`config.mk`:
```
export PLATFORM = sky130hd
export DESIGN_NAME = mem_copy_ctrl
export DESIGN_NICKNAME = d
export VERILOG_FILES = /design/src/rtl/mem_pkg.sv /design/src/rtl/mem_copy_addr_gen.sv /design/src/rtl/mem_copy_ctrl.sv
export SDC_FILE = /design/constraint.sdc
export NUM_CORES = 1
export LEC_CHECK = 0
export CORE_UTILIZATION = 35
export DETAILED_ROUTE_END_ITERATION = 12
export PLACE_DENSITY = 0.68
export SLEW_MARGIN = 0
export SYNTH_ARGS = -nofsm -noshare
export SYNTH_HDL_FRONTEND = slang
export SYNTH_SLANG_ARGS = --single-unit
```
`constraint.sdc`:
```
create_clock -name clk -period 3.72 [get_ports clk]
set_input_delay 0.558 -clock clk [delete_from_list [all_inputs] [get_ports clk]]
set_output_delay 0.558 -clock clk [all_outputs]
set_load 0.01 [all_outputs]
```
`src/rtl/mem_pkg.sv`:
```
// Shared definitions for the unified 1024x16 memory and its copy engine.
// Address/data widths, copy FSM states and copy direction.
package mem_pkg;

   localparam int ADDR_W    = 10;
   localparam int DATA_W    = 16;
   localparam int MEM_DEPTH = 1 << ADDR_W;

   typedef enum logic [1:0] {
      IDLE = 2'd0,
      COPY = 2'd1,
      DONE = 2'd2
   } copy_state_t;

   typedef enum logic {
      DIR_ASC  = 1'b0,
      DIR_DESC = 1'b1
   } copy_dir_t;

endpackage

```
`src/rtl/mem_copy_addr_gen.sv`:
```
// Copy address generator: holds the captured bases, running offset, remaining
// word count and direction; produces the current read/write addresses.
module mem_copy_addr_gen #(
   parameter int ADDR_W = mem_pkg::ADDR_W
) (
   input  logic              clk,
   input  logic              rst_n,
   input  logic              load,
   input  logic              step,
   input  logic [ADDR_W-1:0] src,
   input  logic [ADDR_W-1:0] dst,
   input  logic [ADDR_W:0]   len,
   output logic [ADDR_W-1:0] rd_addr,
   output logic [ADDR_W-1:0] wr_addr,
   output logic              last
);
   import mem_pkg::*;

   logic [ADDR_W-1:0] src_q;
   logic [ADDR_W-1:0] dst_q;
   logic [ADDR_W-1:0] offset_q;
   logic [ADDR_W:0]   remain_q;
   copy_dir_t         dir_q;
   copy_dir_t         dir_d;
   logic [ADDR_W-1:0] len_m1;

   // Copying downwards when the destination sits above the source keeps an
   // overlapping region from being overwritten before it is read.
   assign dir_d  = (dst > src) ? DIR_DESC : DIR_ASC;
   assign len_m1 = ADDR_W'(len - 1'b1);

   always_ff @(posedge clk or negedge rst_n) begin
      if (!rst_n) begin
         src_q    <= '0;
         dst_q    <= '0;
         offset_q <= '0;
         remain_q <= '0;
         dir_q    <= DIR_ASC;
      end else if (load) begin
         src_q    <= src;
         dst_q    <= dst;
         remain_q <= len;
         dir_q    <= dir_d;
         offset_q <= (dir_d == DIR_DESC) ? len_m1 : '0;
      end else if (step && (remain_q != '0)) begin
         remain_q <= remain_q - 1'b1;
         offset_q <= (dir_q == DIR_DESC) ? offset_q - 1'b1 : offset_q + 1'b1;
      end
   end

   // Address sums wrap naturally at the memory depth.
   assign rd_addr = src_q + offset_q;
   assign wr_addr = dst_q + offset_q;
   assign last    = (remain_q == {{ADDR_W{1'b0}}, 1'b1});

endmodule

```
`src/rtl/mem_copy_ctrl.sv`:
```
// Block-copy engine and port arbiter for the shared write port and read port 2.
// CPU accesses always win; the copy advances only in cycles the CPU leaves free.
//
//   state | meaning
//   IDLE  | waiting for start; CPU traffic passes straight through
//   COPY  | one word moved per cycle with no CPU access on either port
//   DONE  | one-cycle completion pulse, then back to IDLE
module mem_copy_ctrl #(
   parameter int ADDR_W = mem_pkg::ADDR_W,
   parameter int DATA_W = mem_pkg::DATA_W
) (
   input  logic              clk,
   input  logic              rst_n,
   input  logic              cpu_we,
   input  logic [ADDR_W-1:0] cpu_waddr,
   input  logic [DATA_W-1:0] cpu_wdata,
   input  logic              cpu_re2,
   input  logic [ADDR_W-1:0] cpu_raddr2,
   input  logic              start,
   input  logic [ADDR_W-1:0] src,
   input  logic [ADDR_W-1:0] dst,
   input  logic [ADDR_W:0]   len,
   output logic              mem_we,
   output logic [ADDR_W-1:0] mem_waddr,
   output logic [DATA_W-1:0] mem_wdata,
   output logic [ADDR_W-1:0] mem_raddr2,
   input  logic [DATA_W-1:0] mem_rdata2,
   output logic              busy,
   output logic              done
);
   import mem_pkg::*;

   copy_state_t       state_q;
   copy_state_t       state_d;
   logic              busy_q;
   logic              done_q;
   logic              load;
   logic              grant;
   logic              last;
   logic [ADDR_W-1:0] rd_addr;
   logic [ADDR_W-1:0] wr_addr;

   assign grant = (state_q == COPY) && !cpu_we && !cpu_re2;

   mem_copy_addr_gen #(
      .ADDR_W (ADDR_W)
   ) u_addr_gen (
      .clk     (clk),
      .rst_n   (rst_n),
      .load    (load),
      .step    (grant),
      .src     (src),
      .dst     (dst),
      .len     (len),
      .rd_addr (rd_addr),
      .wr_addr (wr_addr),
      .last    (last)
   );

   always_ff @(posedge clk or negedge rst_n) begin
      if (!rst_n) begin
         state_q <= IDLE;
         busy_q  <= 1'b0;
         done_q  <= 1'b0;
      end else begin
         state_q <= state_d;
         busy_q  <= (state_d == COPY);
         done_q  <= (state_d == DONE);
      end
   end

   always_comb begin
      state_d = state_q;
      load    = 1'b0;
      case (state_q)
         IDLE: begin
            if (start) begin
               if (len != '0) begin
                  load    = 1'b1;
                  state_d = COPY;
               end else begin
                  state_d = DONE;
               end
            end
         end
         COPY: begin
            if (grant && last) state_d = DONE;
         end
         DONE:    state_d = IDLE;
         default: state_d = IDLE;
      endcase
   end

   // Outputs are held at zero while reset is asserted, so no stray write can
   // reach the memory during an abandoned copy.
   always_comb begin
      mem_we     = 1'b0;
      mem_waddr  = '0;
      mem_wdata  = '0;
      mem_raddr2 = '0;
      if (rst_n) begin
         if (grant) begin
            mem_we     = 1'b1;
            mem_waddr  = wr_addr;
            mem_wdata  = mem_rdata2;
            mem_raddr2 = rd_addr;
         end else begin
            mem_we     = cpu_we;
            mem_waddr  = cpu_waddr;
            mem_wdata  = cpu_wdata;
            mem_raddr2 = cpu_raddr2;
         end
      end
   end

   assign busy = busy_q;
   assign done = done_q;

endmodule

```
==> impl_metrics.env, run 1 <==
export IMPL_outcome="complete, no violations"
export IMPL_num_antenna_cells=0
export IMPL_ys_seq_area_share_pct=27.8
export IMPL_avgRoutedWirePerCell_um=16.1
export IMPL_port_buffers=126
export IMPL_grt_pass1_wl_um=20600
export IMPL_tns_ps=0
export IMPL_crit_fanout=6
export IMPL_holdWs_ps=288
export IMPL_finClkSkew_ps=4.35
export IMPL_leakage_nw=2.53
export IMPL_min_period_ps=3540
export IMPL_rsz0062_at_grt="no"
export IMPL_worstSetupEndpointType="output port"
export IMPL_yosys_warnings=0
export IMPL_htreeDepth=2
export IMPL_final_antenna_net_count=0
export IMPL_final_setup_viol_count=0
export IMPL_coreArea_um2=11500
export IMPL_p_per_area_nw_per_um2=691
export IMPL_required_ps=3160
export IMPL_p_total_mw=3.99
export IMPL_finalCritPeriodShare_pct=95.1
export IMPL_ir_worst_vdd_uv=286
export IMPL_placed_area_um2=5600
export IMPL_ys_seq_elements=46
export IMPL_cts_inserted_buffers=5
export IMPL_drive_above_1_share_pct=4.94
export IMPL_globalplace_congestion=0.909
export IMPL_die_h_um=111
export IMPL_dieWidth_um=111
export IMPL_fin_nets=778
export IMPL_holdCritPathClass="primary input to async pin"
export IMPL_area_growth_pct=39.1
export IMPL_critPathLaunchType="flop"
export IMPL_drv_cap=0
export IMPL_num_vias=4341
export IMPL_antenna_found_initial=0
export IMPL_hpwlAfterDp_um=10100
export IMPL_path_clk_slew_ps=60
export IMPL_drt_wl_total_um=12800
export IMPL_grt_overflow_total=0
export IMPL_holdBufCountCts=0
export IMPL_rows=39
export IMPL_syn_inst=526
export IMPL_synthArstFlopShare_pct=100
export IMPL_path_class="flop to output port"
export IMPL_synth_edf_count=0
export IMPL_max_freq_ghz=0.283
export IMPL_drc=0
export IMPL_fin_area_um2=5770
export IMPL_clockRootBuffer="clkbuf_16"
export IMPL_die_area_um2=12300
export IMPL_report_final_slew_viol_count=0
export IMPL_synthDistinctLibCells=57
export IMPL_track_usage_pct=20.3
export IMPL_final_hold_viol_count=0
export IMPL_cts_tree="done"
export IMPL_ys_dominant_reg_cell="dfrtp_1"
export IMPL_initial_utilization_pct=36.2
export IMPL_viasPerCell=5.49
export IMPL_grt_max_degree=38
export IMPL_first_pass_iters=5
export IMPL_grt_pass1_vias=4169
export IMPL_cts_buffer_depth=2
export IMPL_cts_sinks=46
export IMPL_drt_iter0_markers=258
export IMPL_netlist_area_um2=4150
export IMPL_clock_latency_ps=280
export IMPL_boundaryPins=127
export IMPL_worstPathArrival_ps=2980
export IMPL_avgSynthCellArea_um2=7.88
export IMPL_tightestPinTransition_ps=766
export IMPL_syn_num_nets=657
export IMPL_relSlewSlack_pct=48.5
## sequential cells by signal, indices dropped and copies added, names as in the netlist
register / cells
done: 1
u_addr_gen.src_q: 10
u_addr_gen.remain_q: 11
state_q: 2
u_addr_gen.dst_q: 10
u_addr_gen.dir_q: 1
u_addr_gen.offset_q: 10
busy: 1
## synthesized netlist by cell type (8+ instances only)
cell      number  area (µm²)
a21boi_0      22         165
a21o_1         9        67.6
a21oi_1       26         130
and2_1         8        50.1
clkbuf_1      15        56.3
dfrtp_1       46        1150
ha_1          40         500
inv_1         19        71.3
nand2_1      126         473
nand3_1       12        60.1
nor2_1        20        75.1
nor3_1         8        40.0
o21ai_0       42         210
xnor2_1       14         123
xor2_1        14         123
## layout make-up
class	instances	area, µm²
fill	1101	5700
multi-input combinational	438	2850
timing repair buffer	137	1360
sequential	46	1150
tap	143	179
clock buffer	7	143
inverter	19	71.3
clock inverter	1	5.00
## final timing paths
kind	startpoint	to	slack [ps]	depth (start not counted)
max	u_addr_gen.offset_q[0]$_DFFE_PN0P_	mem_raddr2[6]	180	9
min	rst_n	done$_DFF_PN0_	290	1
max reg2reg	u_addr_gen.dir_q$_DFFE_PN0P_	u_addr_gen.offset_q[8]$_DFFE_PN0P_	1020	7
min reg2reg	u_addr_gen.dst_q[8]$_DFFE_PN0P_	u_addr_gen.dst_q[8]$_DFFE_PN0P_	490	2
max in group asynchronous	rst_n	u_addr_gen.offset_q[0]$_DFFE_PN0P_	2560	3
min in group clk	u_addr_gen.dst_q[8]$_DFFE_PN0P_	u_addr_gen.dst_q[8]$_DFFE_PN0P_	490	2
## power breakdown
group | switching [mW] | total, mW | internal [mW]
Sequential | 0.276 | 1.00 | 0.728
Clock | 0.184 | 0.451 | 0.267
Combinational | 1.35 | 2.53 | 1.18
Total | 1.81 | 3.99 | 2.18
## critical path, cell delays in order, from the launching register on
cell	delay [ps]
dfrtp_2	460
ha_1	260
fa_1	410
a21o_1	210
a21oi_2	190
a2bb2oi_2	170
nor2b_1	180
xor2_1	90
o21ai_0	160
clkdlybuf4s50_1	570
## cells in the final DEF (no fill, tap or decap), types with 4 or more instances in the layout
| cell type | count |
|---|---|
| a211oi_1 | 6 |
| and3_1 | 4 |
| inv_1 | 19 |
| o21ai_0 | 42 |
| and2_1 | 8 |
| nor4_1 | 4 |
| nor3_1 | 8 |
| o22ai_1 | 6 |
| xor2_1 | 14 |
| nand2_1 | 126 |
| mux2i_1 | 5 |
| a21oi_1 | 24 |
| clkbuf_16 | 5 |
| nand4_1 | 4 |
| ha_1 | 40 |
| a21o_1 | 9 |
| a21boi_0 | 22 |
| dfrtp_1 | 45 |
| xnor2_1 | 14 |
| o21bai_1 | 5 |
| nand3b_1 | 4 |
| or4_1 | 4 |
| nand3_1 | 12 |
| a31o_2 | 4 |
| buf_4 | 9 |
| clkdlybuf4s50_1 | 125 |
| nor2_1 | 20 |
## stage by stage
stage               utilization [%]  setup slack, ps  cells
global route                   50.3             45.0    791
detailed placement             48.8              362    783
global placement               48.8              380    783
CTS                            50.1             51.2    791
finish                         50.3              182    791
floorplan                         -              978    526
## routing by layer
metal	GRT usage, %	share of wire [%]	up-vias	routed length, µm
met3	2.95	5.2	11	670
met4	3.91	0.73	0	93
met5	0	0	-	0
met2	33.2	45	156	5770
li1	-	-	2125	-
met1	28.5	49	2049	6230
## kinds of logic (layout without fill, tap and decap cells)
logic type | Yosys count | after routing | synth area share (%)
AOI/OAI and AO/OA | 153 | 153 | 24.5
DFF | 46 | 46 | 27.8
and+or+nand+nor | 209 | 209 | 23.1
adders and majority gates | 43 | 43 | 13.5
muxes | 5 | 5 | 1.21
buffers and inverters | 42 | 164 | 4.07
xor gates and xnor gates | 28 | 28 | 5.91
## what timing repair did
item | CTS | global route
gates resized for setup | 0 | 5
setup endpoints to repair | 0 | 4
setup buffers | 0 | 0
No activity file was read; power rests on OpenSTA's default activity.
==> run 2: changes to the inputs <==
Settings changed: CORE_ASPECT_RATIO set to 0.5, SETUP_SLACK_MARGIN set to 0.15.
==> impl_metrics.env, run 2 (same netlist as run 1, synthesis figures left out) <==
export IMPL_outcome="complete, no violations"
export IMPL_worstPathArrival_ps=2890
export IMPL_finClkSkew_ps=6.14
export IMPL_path_class="flop to output port"
export IMPL_viasPerCell=5.15
export IMPL_num_vias=4165
export IMPL_drv_cap=0
export IMPL_tightestPinTransition_ps=675
export IMPL_die_area_um2=12300
export IMPL_crit_fanout=4
export IMPL_first_pass_iters=5
export IMPL_num_antenna_cells=0
export IMPL_grt_max_degree=58
export IMPL_die_h_um=79.0
export IMPL_leakage_nw=2.56
export IMPL_required_ps=3160
export IMPL_grt_pass1_wl_um=19700
export IMPL_largest_register="u_addr_gen.remain_q"
export IMPL_port_buffers=126
export IMPL_fin_ws_ps=268
export IMPL_coreArea_um2=11200
export IMPL_ff2ff_path_depth=7
export IMPL_r2r_slack_ps=1110
export IMPL_worstSetupEndpointType="output port"
export IMPL_boundaryPins=127
export IMPL_area_growth_pct=39.7
export IMPL_holdCritPathClass="primary input to async pin"
export IMPL_final_antenna_net_count=0
export IMPL_cts_buffer_depth=2
export IMPL_place_ws_ps=294
export IMPL_p_total_mw=3.94
export IMPL_p_per_area_nw_per_um2=681
export IMPL_largest_reg_flops=11
export IMPL_track_usage_pct=20.1
export IMPL_cts_tree="done"
export IMPL_ir_worst_vdd_uv=251
export IMPL_fin_area_um2=5790
export IMPL_clock_latency_ps=300
export IMPL_drc=0
export IMPL_placed_area_um2=5600
export IMPL_htreeDepth=2
export IMPL_hpwlAfterDp_um=9690
export IMPL_grt_overflow_total=0
export IMPL_rsz0062_at_grt="no"
export IMPL_critPathLaunchType="flop"
export IMPL_max_freq_ghz=0.290
export IMPL_final_common_cell="nand2_1"
export IMPL_utilization_pct=51.5
export IMPL_min_period_ps=3450
export IMPL_holdBufCountCts=0
export IMPL_antenna_found_initial=0
export IMPL_final_setup_viol_count=0
export IMPL_cts_inserted_buffers=5
export IMPL_final_hold_viol_count=0
export IMPL_finalCritPeriodShare_pct=92.8
export IMPL_drt_iter0_markers=222
export IMPL_cts_sinks=46
export IMPL_fin_nets=780
export IMPL_grt_pass1_vias=4041
export IMPL_final_cell_mix="126 x nand2_1, 122 x clkdlybuf4s50_1, 44 x dfrtp_1"
export IMPL_clockRootBuffer="clkbuf_16"
export IMPL_avgRoutedWirePerCell_um=15.0
export IMPL_rows=27
export IMPL_report_final_slew_viol_count=0
export IMPL_path_clk_slew_ps=70
export IMPL_drt_wl_total_um=12100
export IMPL_initial_utilization_pct=36.9
export IMPL_globalplace_congestion=0.866
export IMPL_drive_above_1_share_pct=5.69
export IMPL_relSlewSlack_pct=54.6
export IMPL_tns_ps=0
export IMPL_dieWidth_um=156
export IMPL_fillerInstances=1088
-- run 2: per-stage QoR --
stage          hold slack, ps  instances
6_report                  245        809
5_1_grt                   307        809
4_1_cts                   272        808
3_5_place_dp              475        800
3_3_place_gp              470        800
2_1_floorplan             262        526
-- run 2: area by class of cell --
class                           instances  area (µm²)  share of cell area [%]
Clock buffer                            5         125                    2.16
Multi-Input combinational cell        438        2860                    49.3
Timing Repair Buffer                  139        1360                    23.5
Sequential cell                        46        1150                    19.9
Tap cell                              159         199                    3.43
Inverter                               19        71.3                    1.23
Clock inverter                          3        25.0                   0.432
-- run 2: power by group --
part / switching, mW / leakage (nW) / internal (mW)
Clock: 0.208 / 0.0704 / 0.253
Combinational: 1.29 / 1.93 / 1.18
Sequential: 0.281 / 0.566 / 0.729
Total: 1.78 / 2.56 / 2.16
-- run 2: final timing paths --
check,to,from
max in group asynchronous,busy$_DFF_PN0_,rst_n
max reg2reg,u_addr_gen.remain_q[6]$_DFFE_PN0P_,state_q[1]$_DFF_PN0_
min,u_addr_gen.dst_q[5]$_DFFE_PN0P_,rst_n
max,mem_waddr[8],u_addr_gen.offset_q[0]$_DFFE_PN0P_
min in group clk,u_addr_gen.src_q[4]$_DFFE_PN0P_,u_addr_gen.src_q[4]$_DFFE_PN0P_
min reg2reg,u_addr_gen.src_q[4]$_DFFE_PN0P_,u_addr_gen.src_q[4]$_DFFE_PN0P_
-- run 2: layer usage --
metal  up-vias  part of all wire, %  track usage, %
met2        96                   44            32.9
met3         7                  5.6            2.18
li1       2127                    -               -
met5         -                    0               0
met4         0                  1.0            5.69
met1      1935                   49            28.0
-- run 2: what timing repair did --
item	in CTS	in global routing
pin swaps	1	0
gates cloned	0	0
setup endpoints to repair	4	7
gates resized for setup	4	6
buffers inserted	0	1
-- run 2: critical path: stages, from the launching register on --
cell	delay (ps)
dfrtp_2	460
ha_1	260
fa_1	420
a21o_1	210
a21oi_2	180
a2bb2oi_2	160
a21oi_1	90
mux2i_1	120
a31o_2	210
clkdlybuf4s50_1	480
